## src/rtl/core_pkg.sv

```systemverilog
// Shared definitions for the instruction-memory loader: memory geometry and
// the loader state encoding.
package core_pkg;

  localparam int IMEM_DEPTH  = 4096;
  localparam int LOADER_BASE = 4068;

  typedef enum logic [2:0] {
    IDLE,
    HDR,
    DATA,
    WRITE,
    DONE,
    ERR
  } loader_state_t;

endpackage

```

## src/rtl/word_assembler.sv

```systemverilog
// Collects UART bytes little-endian into a 32-bit word; used for both the
// header count and the instruction words.
module word_assembler (
  input  logic        clk,
  input  logic        rst,
  input  logic        clear,
  input  logic        shift,
  input  logic [7:0]  byte_data,
  output logic [31:0] word,
  output logic [31:0] word_next,
  output logic        last
);

  logic [1:0] count;

  // New bytes enter at the top so the first byte ends up in bits [7:0].
  assign word_next = {byte_data, word[31:8]};
  assign last      = shift && (count == 2'd3);

  always_ff @(posedge clk) begin
    if (rst) begin
      word  <= '0;
      count <= '0;
    end else if (clear) begin
      count <= '0;
    end else if (shift) begin
      word  <= word_next;
      count <= count + 2'd1;
    end
  end

endmodule

```

## src/rtl/imem_loader.sv

```systemverilog
// Loads a length-prefixed program from a UART byte stream into instruction
// memory, one 32-bit word per write handshake.
module imem_loader
  import core_pkg::*;
(
  input  logic        clk,
  input  logic        rst,
  input  logic        start,
  input  logic        rx_valid,
  input  logic [7:0]  rx_data,
  output logic        rx_ready,
  output logic        wr_valid,
  input  logic        wr_ready,
  output logic [11:0] wr_addr,
  output logic [31:0] wr_data,
  output logic        busy,
  output logic        done,
  output logic        err,
  output logic [12:0] words_loaded
);

  localparam int ADDR_W = $clog2(IMEM_DEPTH);

  loader_state_t state, state_next;
  logic [12:0]   word_count;
  logic          shift, clear, last;
  logic [31:0]   word, word_next;

  assign shift = rx_valid && rx_ready;

  word_assembler u_assembler (
    .clk       (clk),
    .rst       (rst),
    .clear     (clear),
    .shift     (shift),
    .byte_data (rx_data),
    .word      (word),
    .word_next (word_next),
    .last      (last)
  );

  // The assembler register already holds the finished word while in WRITE.
  assign wr_data = word;
  assign wr_addr = words_loaded[ADDR_W-1:0];

  always_ff @(posedge clk) begin
    if (rst) state <= IDLE;
    else     state <= state_next;
  end

  always_comb begin
    state_next = state;
    rx_ready   = 1'b0;
    wr_valid   = 1'b0;
    busy       = 1'b1;
    done       = 1'b0;
    err        = 1'b0;
    clear      = 1'b0;
    case (state)
      IDLE, ERR: begin
        busy = 1'b0;
        err  = (state == ERR);
        if (start) begin
          clear      = 1'b1;
          state_next = HDR;
        end
      end
      HDR: begin
        rx_ready = 1'b1;
        // Counts that would reach the resident loader's words are rejected.
        if (last) begin
          if (word_next == 32'd0)                 state_next = DONE;
          else if (word_next > 32'(LOADER_BASE))  state_next = ERR;
          else                                    state_next = DATA;
        end
      end
      DATA: begin
        rx_ready = 1'b1;
        if (last) state_next = WRITE;
      end
      WRITE: begin
        wr_valid = 1'b1;
        if (wr_ready) begin
          if (words_loaded + 13'd1 == word_count) state_next = DONE;
          else                                    state_next = DATA;
        end
      end
      DONE: begin
        done       = 1'b1;
        state_next = IDLE;
      end
      default: state_next = IDLE;
    endcase
  end

  always_ff @(posedge clk) begin
    if (rst) begin
      words_loaded <= '0;
      word_count   <= '0;
    end else begin
      if (clear) words_loaded <= '0;
      else if (state == WRITE && wr_ready) words_loaded <= words_loaded + 13'd1;
      if (state == HDR && last) word_count <= word_next[12:0];
    end
  end

endmodule

```

## config.mk

```make
export PLATFORM = sky130hd
export DESIGN_NAME = imem_loader
export DESIGN_NICKNAME = d
export VERILOG_FILES = /design/src/rtl/core_pkg.sv /design/src/rtl/word_assembler.sv /design/src/rtl/imem_loader.sv
export SDC_FILE = /design/constraint.sdc
export NUM_CORES = 1
export LEC_CHECK = 0
export CAP_MARGIN = 20
export CORE_ASPECT_RATIO = 1.25
export CORE_UTILIZATION = 53
export DETAILED_ROUTE_END_ITERATION = 8
export PLACE_DENSITY = 0.85
export SKIP_LAST_GASP = 1
export SYNTH_ARGS = -nofsm -noshare
export SYNTH_HDL_FRONTEND = slang
export SYNTH_SLANG_ARGS = --single-unit
export TNS_END_PERCENT = 50
```

## constraint.sdc

```tcl
create_clock -name clk -period 4 [get_ports clk]
set_input_delay 1.2 -clock clk [delete_from_list [all_inputs] [get_ports clk]]
set_output_delay 1.2 -clock clk [all_outputs]
set_load 0.005 [all_outputs]
```

==> results of run 1 <==
[kinds of logic (layout without fill, tap and decap cells)]
kind of cell               after synthesis  in the layout  share of synthesized area (%)
muxes                                   12             12                           3.96
AOI/OAI and AO/OA                       58             58                           11.6
and+or+nand+nor                        163            163                           25.4
xor gates and xnor gates                33             33                           9.54
buffers and inverters                   39            103                           7.06
adders and majority gates                2              2                          0.826
DFF                                     63             63                           41.6
[state kept, by name, indices dropped and copies added, names as in the netlist]
register	count
state	3
u_assembler.count	2
u_assembler.word	32
word_count	13
words_loaded	13
[metal layers]
metal	track usage, %	routed length (um)	vias to the layer above
met5	0	0	-
met4	11.6	168	0
met3	7.56	449	21
met2	41.3	3780	106
met1	28.0	3070	1288
li1	-	-	1369
[through the flow]
| step | total power, mW | hold slack [ns] | util [%] | std cells |
|---|---|---|---|---|
| global placement | 0.736 | 0.445 | 67.3 | 480 |
| finish | 1.32 | 0.455 | 71.8 | 498 |
| global route | 1.37 | 0.476 | 71.8 | 498 |
| CTS | 1.32 | 0.457 | 71.2 | 496 |
| detailed placement | 0.737 | 0.447 | 67.3 | 480 |
| floorplan | 0.701 | 0.440 | - | 370 |
[synth_stat cells (all sizes together), types with 3 or more instances]
master,count,area (sq um)
nand4,4,31.3
buf,22,150
inv,8,30.0
mux2i,12,120
and2,3,18.8
nand2,79,297
dfxtp,63,1260
xnor2,22,193
nor4,10,62.6
and3,5,32.5
a21oi,38,190
or3,3,23.8
nand3,11,60.1
nor3,6,35.0
xor2,11,96.3
clkbuf,9,33.8
nor2,35,131
[power groups by stage]
| stage | sequential (mW) | clock (mW) | combinational, mW |
|---|---|---|---|
| floorplan | 0.654 | 0 | 0.0471 |
| CTS | 0.645 | 0.597 | 0.0788 |
| detailed placement | 0.659 | 0 | 0.0781 |
| global route | 0.645 | 0.633 | 0.0934 |
| finish | 0.645 | 0.592 | 0.0853 |
| global placement | 0.658 | 0 | 0.0777 |
[worst max path at each step]
stage | startpoint | end | slack, ns | cells past startpoint
final | state[0] | err | 0.98 | 3
after global routing | state[0] | err | 0.92 | 3
after CTS | state[0] | err | 0.99 | 3
after detailed placement | rx_data[1] | state[1] | 1.03 | 6
after global placement | rx_data[1] | state[1] | 1.09 | 6
after floorplan | rx_data[7] | state[2] | 1.65 | 5
[layout make-up]
class	instances	area [sq um]	share of cell area, %
well taps	64	80.1	2.03
repair buffers	79	798	20.3
flip-flops and latches	63	1260	32.0
inverters	8	30.0	0.763
multi-input cells	268	1560	39.5
clock inverters	6	85.1	2.16
clock buffers	10	128	3.24
[critical path: stages, from the launching register on]
cell             delay, ns
dfxtp_1               0.59
inv_1                 0.16
nor3_1                0.21
clkdlybuf4s50_1       0.53
==> run metrics, run 1 <==
Reg clk slew, reported paths=0.07 ns; Via-to-Cell Ratio=5.59; nets@finish=444; CP required=2.80 ns; ys flop type=dfxtp_1; Synth-to-Final Area Change=29.9%; asr flop ratio synth=0%; DRC viols=0; Die Ht=86.5 um; FF-to-FF End=state[1]; post-cts sizing count=0; TNS Setup=0 ns; skew final=0.00845 ns; reg2reg start=words_loaded[0]; drt pass-1 iters=5; most frequent cells in the layout=79 x nand2_1, 74 x clkdlybuf4s50_1, 63 x dfxtp_1; sequential share of power=48.8%; crit-path max FO=11; outcome=complete, no violations; Iteration-0 DRC Markers=168; num rows=30; Sw Ratio=22.7%; CTS tree=built; total CTS buffers=9; vias in the first global route=2490; hold buffer count at CTS=0; number of post-CTS setup repair buffers=0; syn avg cell area=8.19 sq um; GRT Overall Usage=24.3%; Tightest Hold Check Type=reg2reg; fraction of layout cells with a size suffix above 1=6.22%; total congestion overflow=0; Fmax achieved=0.332 GHz; Die W=69.6 um; Final Worst Setup Slack=0.984 ns; clock sink count=63; placed cell area=0.00369 sq mm; final-report max-slew violation count=0; Clock Power Share=44.8%; Post-Place Worst Slack=1.03 ns; Root Buffer=clkbuf_8; initial antenna violation count=0; Synth Instances=370; Post-synth EDFFs=0; Reg2Reg Setup Slack=1.66 ns; PortBufs=74; Filler cells=424; Netlist cell types=43; Detailed Place HPWL=5080 um; combinational share of power=6.5%; Final Cycle Share=75.4%; Synthesis Warnings=0; synthesized cell area=0.00303 sq mm; Psw=0.300 mW; Diodes inserted=0; Max VDD drop=340 uV; R2R cell count=6; H-tree Lvls=3; hold-critical path depth=2; Worst setup SP type=flop; Starting Density=55.3%; final setup violation count=0; internal power=1.02 mW; num ports=75; first-pass GRT wire length=11600 um; Slew headroom=60.2%; Period minus WS final=3.02 ns; core area=0.00548 sq mm; crit path kind=reg2out; routed len/inst=15.0 um; commonest non-fill, non-tap cell in the layout=nand2_1; #FFs+latches synth=63; worst hold start=u_assembler.word[7]; final hold violation count=0; WL final=7460 um; LEAKAGE=1.35 nW; RSZ-0062 raised after global routing=false; syn_nets=385; clk_lat worst skew=0.33 ns; crit path capture type=output port; Worst Path Arrival=1.82 ns; Worst Tran Pin Value=0.591 ns; Max Cap Viol=0; Seq/Total Area, Yosys=41.6%; via count=2784; largest net degree at the start of global routing=50; hold endpoint=u_assembler.word[7]; Pwr Density=336 mW/mm^2; die footprint=0.00603 sq mm; CTS max path bufs=2; design area=0.00394 sq mm; Final GP Congestion=0.848; remaining antenna violation count after routing=0
No activity file was read; power rests on OpenSTA's default activity.
==> run 2: changes to the inputs <==
--- a/config.mk
+++ b/config.mk
@@ -7,9 +7,9 @@
 export LEC_CHECK = 0
 export CAP_MARGIN = 20
 export CORE_ASPECT_RATIO = 1.25
-export CORE_UTILIZATION = 53
+export CORE_UTILIZATION = 49
 export DETAILED_ROUTE_END_ITERATION = 8
-export PLACE_DENSITY = 0.85
+export PLACE_DENSITY = 0.8
 export SKIP_LAST_GASP = 1
 export SYNTH_ARGS = -nofsm -noshare
 export SYNTH_HDL_FRONTEND = slang
==> constraint.sdc (replaced) <==
create_clock -name clk -period 2.9 [get_ports clk]
set_input_delay 0.87 -clock clk [delete_from_list [all_inputs] [get_ports clk]]
set_output_delay 0.87 -clock clk [all_outputs]
set_load 0.005 [all_outputs]
==> run metrics, run 2 (synthesis results as in run 1) <==
final-report max-slew violation count=0 (unchanged); GRT Overall Usage=24.0% (-0.33 points); Root Buffer=clkbuf_8; Max Cap Viol=0 (unchanged); hold buffer count at CTS=0 (unchanged); fraction of layout cells with a size suffix above 1=6.44% (+0.22 points); Reg clk slew, reported paths=0.07 ns (about the same); core area=0.00590 sq mm (+7.6%); clock sink count=63 (unchanged); Final GP Congestion=0.850 (+0.20%); crit-path leading delay family=buffers and inverters; CTS max path bufs=2 (unchanged); number of post-CTS setup repair buffers=0 (unchanged); FF-to-FF End=state[1]; first-pass GRT wire length=12200 um (+5.0%); Worst path slowest cell=dfxtp_1; Via-to-Cell Ratio=5.35 (-4.3%); largest net degree at the start of global routing=33 (-34%); Period minus WS final=2.69 ns; cell chain of the critical path=inv_1 -> nor3_1 -> clkdlybuf4s50_1; Synth-to-Final Area Change=29.5%; Max VDD drop=302 uV (-11%); Tightest Hold Check Type=reg2reg; total CTS buffers=9 (unchanged); final setup violation count=0 (unchanged); die footprint=0.00651 sq mm (+8.0%); Final Cycle Share=92.6%; Pwr Density=443 mW/mm^2 (+32%); Starting Density=51.4% (-3.9 points); WL final=7240 um (-2.9%); TNS Setup=0 ns (unchanged); Largest regs=u_assembler.word (32), word_count (13), words_loaded (13); reg2reg start=words_loaded[0]; WP buf/inv=2 (unchanged); nets@finish=445 (+0.23%); most frequent cells in the layout=79 x nand2_1, 74 x clkdlybuf4s50_1, 63 x dfxtp_1; CP required=2.03 ns (-0.77 ns); Detailed Place HPWL=5130 um (+0.96%); Fmax achieved=0.372 GHz; DRC viols=0 (unchanged); hold-critical path depth=2 (unchanged); post-cts sizing count=0 (unchanged); CTS tree=built; max incr delay on CP=0.59 ns (about the same); H-tree Lvls=3 (unchanged); skew final=0.00898 ns (+0.000531 ns); CP Launch Point=state[0]; Final Core Density=66.6% (-5.3 points); Setup crit end=err; crit-path max FO=11 (unchanged); final cell count without fillers=517 (+3.8%); most flop-heavy register=u_assembler.word; Worst setup SP type=flop; Diodes inserted=0 (unchanged); Fin Hold WS=0.455 ns (+0.000619 ns); Reg2Reg Setup Slack=0.69 ns (-0.97 ns); final hold violation count=0 (unchanged); cell count along the critical path=3 (unchanged); placed cell count=501 (+4.4%); Final Worst Setup Slack=0.214 ns (-0.770 ns); drt pass-1 iters=4 (-1); initial antenna violation count=0 (unchanged); routed len/inst=14.0 um (-6.5%); LEAKAGE=1.34 nW (-0.79%); num ports=75 (unchanged); crit path kind=reg2out; via count=2766 (-0.65%); Post-Place Worst Slack=0.238 ns (-0.789 ns); num rows=31 (+3.3%); worst hold start=u_assembler.word[4]; max FFs per register=32 (unchanged); commonest non-fill, non-tap cell in the layout=nand2_1; RSZ-0062 raised after global routing=false; R2R cell count=6 (unchanged); total congestion overflow=0 (unchanged); Die Ht=89.9 um (+3.9%); PortBufs=74 (unchanged); crit path capture type=output port; Iteration-0 DRC Markers=171 (+1.8%); Worst Tran Pin Value=0.584 ns (-0.00758 ns); Slew headroom=60.7% (+0.51 points); vias in the first global route=2575 (+3.4%); Die W=72.3 um (+3.9%); Worst Path Arrival=1.82 ns (about the same); outcome=complete, no violations; clk_lat worst skew=0.34 ns (about the same); remaining antenna violation count after routing=0 (unchanged)
[run 2: cell type report]
| type | instances | area [sq um] |
|---|---|---|
| clock inverter | 6 | 61.3 |
| sequential | 63 | 1260 |
| clock buffer | 10 | 128 |
| multi-input combinational | 268 | 1560 |
| timing repair buffer | 80 | 786 |
| fill | 516 | 1970 |
| tap | 82 | 103 |
| inverter | 8 | 30.0 |
[run 2: layer usage]
metal / GRT usage (%) / share of wire (%) / up-vias
li1: - / - / 1374
met2: 37.6 / 51 / 97
met5: 0 / 0 / -
met4: 11.3 / 2.2 / 0
met3: 8.63 / 6.4 / 12
met1: 28.9 / 40 / 1283
[run 2: worst min path at each step]
stage,end
finish,u_assembler.word[4]
global route,u_assembler.word[0]
CTS,u_assembler.word[4]
detailed placement,u_assembler.word[4]
global placement,u_assembler.word[0]
floorplan,u_assembler.count[1]
[run 2: worst register-to-register path, cell delays in order (launching register included)]
cell and delay (ns):
dfxtp_1 0.50, ha_1 0.37, nand3_2 0.17, nor3_2 0.22, xnor2_1 0.09, nor4_1 0.55, a311oi_1 0.17
[run 2: through the flow]
step,cell area (sq um),power (mW)
3_5_place_dp,3730,1.02
3_3_place_gp,3730,1.02
5_1_grt,3920,1.81
6_report,3920,1.74
4_1_cts,3920,1.75
2_1_floorplan,3030,0.967
[run 2: power by group]
| group | switching (mW) | internal (mW) |
|---|---|---|
| sequential | 0.0147 | 0.874 |
| combinational | 0.0610 | 0.0525 |
| clock | 0.342 | 0.394 |
| total | 0.418 | 1.32 |
==> run 3: changes to the inputs <==
--- a/config.mk
+++ b/config.mk
@@ -5,11 +5,12 @@
 export SDC_FILE = /design/constraint.sdc
 export NUM_CORES = 1
 export LEC_CHECK = 0
-export CAP_MARGIN = 20
 export CORE_ASPECT_RATIO = 1.25
 export CORE_UTILIZATION = 49
 export DETAILED_ROUTE_END_ITERATION = 8
 export PLACE_DENSITY = 0.8
+export RECOVER_POWER = 25
+export SETUP_SLACK_MARGIN = 0.02
 export SKIP_LAST_GASP = 1
 export SYNTH_ARGS = -nofsm -noshare
 export SYNTH_HDL_FRONTEND = slang
==> run metrics, run 3 (synthesis results as in run 1) <==
Max VDD drop=302 uV (about the same); Reg2Reg Setup Slack=0.67 ns (-0.02 ns); Worst Path Arrival=1.82 ns (about the same); Slew headroom=24.9% (-36 points); R2R cell count=6 (unchanged); Period minus WS final=2.69 ns (+0.00271 ns); Clock Power Share=42.4% (about the same); die footprint=0.00651 sq mm (unchanged); most flop-heavy register=u_assembler.word; Final GP Congestion=0.850 (unchanged); largest net degree at the start of global routing=33 (unchanged); hold-critical path depth=2 (unchanged); via count=2767 (+0.036%); TNS Setup=0 ns (unchanged); hold endpoint=u_assembler.word[4]; register area=0.00126 sq mm (unchanged); crit-path leading delay family=buffers and inverters; Worst setup SP type=flop; clock sink count=63 (unchanged); Psw=0.418 mW (about the same); Via-to-Cell Ratio=5.35 (about the same); internal power=1.32 mW (-0.15%); combinational share of power=6.4% (about the same); cell chain of the critical path=inv_1 -> nor3_1 -> clkdlybuf4s50_1; WL final=7220 um (-0.28%); sequential share of power=51.2% (about the same); Iteration-0 DRC Markers=173 (+1.2%); Post-Place Worst Slack=0.238 ns (unchanged); final-report max-slew violation count=0 (unchanged); total congestion overflow=0 (unchanged); H-tree Lvls=3 (unchanged); design area=0.00392 sq mm (-0.22%); clk_lat worst skew=0.34 ns (about the same); most frequent cells in the layout=79 x nand2_1, 73 x clkdlybuf4s50_1, 63 x dfxtp_1; num rows=31 (unchanged); drt pass-1 iters=4 (unchanged); Die W=72.3 um (unchanged); Final Worst Setup Slack=0.211 ns (-0.00271 ns); CP required=2.03 ns (about the same); skew final=0.00861 ns (-0.000376 ns); WP buf/inv=2 (unchanged); LEAKAGE=1.34 nW (-0.34%); total CTS buffers=9 (unchanged); Filler cells=520 (+0.78%); Worst path slowest cell=dfxtp_1; CTS max path bufs=2 (unchanged); Pwr Density=444 mW/mm^2 (+0.13%); fraction of layout cells with a size suffix above 1=6.21% (-0.23 points); final hold violation count=0 (unchanged); reg2reg start=words_loaded[0]; max incr delay on CP=0.59 ns (about the same); placed cell area=0.00373 sq mm (unchanged); Diodes inserted=0 (unchanged); first-pass GRT wire length=12200 um (unchanged); initial antenna violation count=0 (unchanged); max FFs per register=32 (unchanged); Root Buffer=clkbuf_8; CTS tree=built; outcome=complete, no violations; crit-path max FO=11 (unchanged); multi-input logic area=0.00156 sq mm (unchanged); crit path capture type=output port; GRT Overall Usage=24.0% (unchanged); routed len/inst=14.0 um (-0.28%); Max Cap Viol=0 (unchanged); final setup violation count=0 (unchanged); remaining antenna violation count after routing=0 (unchanged); nets@finish=445 (unchanged); crit path kind=reg2out; worst hold start=u_assembler.word[4]; Largest regs=u_assembler.word (32), word_count (13), words_loaded (13); PortBufs=74 (unchanged); Synth-to-Final Area Change=29.2%; Final Cycle Share=92.7% (+0.093 points); DRC viols=0 (unchanged); Starting Density=51.4% (unchanged); vias in the first global route=2575 (unchanged); hold buffer count at CTS=0 (unchanged); FF-to-FF End=state[1]; Fin Hold WS=0.456 ns (+0.0000870 ns); num ports=75 (unchanged); Fmax achieved=0.372 GHz (-0.10%); Die Ht=89.9 um (unchanged); core area=0.00590 sq mm (unchanged); post-cts sizing count=0 (unchanged); RSZ-0062 raised after global routing=false; Sw Ratio=24.1% (+0.041 points); commonest non-fill, non-tap cell in the layout=nand2_1; Tightest Hold Check Type=reg2reg; number of post-CTS setup repair buffers=0 (unchanged); Worst Tran Pin Value=1.13 ns (+0.542 ns); Reg clk slew, reported paths=0.07 ns (about the same); Detailed Place HPWL=5130 um (unchanged)
==> run 3: changes by cell type in the layout (fill, tap and decap cells not counted) <==
| cell | previous run | this run |
|---|---|---|
| buf_4 | 6 | 3 |
| clkbuf_1 | 1 | 2 |
| clkbuf_2 | 0 | 2 |
| clkdlybuf4s50_1 | 74 | 73 |
| dlygate4sd3_1 | 0 | 1 |
==> run 3: layout make-up <==
cell class	count	share of cell area [%]
Inverter	8	0.767
Sequential cell	63	32.2
Clock buffer	10	3.26
Timing Repair Buffer	80	19.8
Multi-Input combinational cell	268	39.7
Clock inverter	6	1.57
Tap cell	82	2.62
==> run 3: tightest hold or removal path: stages (launching register included) <==
cell and delay, ns:
dfxtp_1 0.31, nand2_1 0.05, a21oi_1 0.05
==> run 3: per-layer routing <==
metal	GRT usage (%)	up-vias	wire [um]
met3	8.63	12	405
met5	0	-	0
met4	11.3	0	161
met2	37.6	85	3670
met1	28.9	1295	2990
li1	-	1375	-
==> run 3: worst max path at each step <==
stage	from	to	slack, ns	cells after the start
6_report	state[0]	err	0.21	3
5_1_grt	rst	u_assembler.word[24]	0.1	4
4_1_cts	state[0]	err	0.19	3
3_5_place_dp	rx_data[1]	state[1]	0.24	6
3_3_place_gp	rx_data[1]	state[1]	0.33	6
2_1_floorplan	rx_data[7]	state[2]	0.88	5
==> run 3: per-stage QoR <==
step                      utilization, %  power [mW]  std cells
after floorplan                        -       0.967        370
after global placement              63.3        1.02        501
after detailed placement            63.3        1.02        501
after CTS                           66.6        1.75        517
after global routing                66.4        1.80        517
final                               66.4        1.74        517
==> run 3: power by group through the flow <==
stage	Combinational, mW	Clock (mW)	Sequential (mW)
after floorplan	0.0650	0	0.902
after global placement	0.111	0	0.908
after detailed placement	0.113	0	0.908
after CTS	0.113	0.747	0.889
after global routing	0.123	0.790	0.890
final	0.111	0.736	0.889
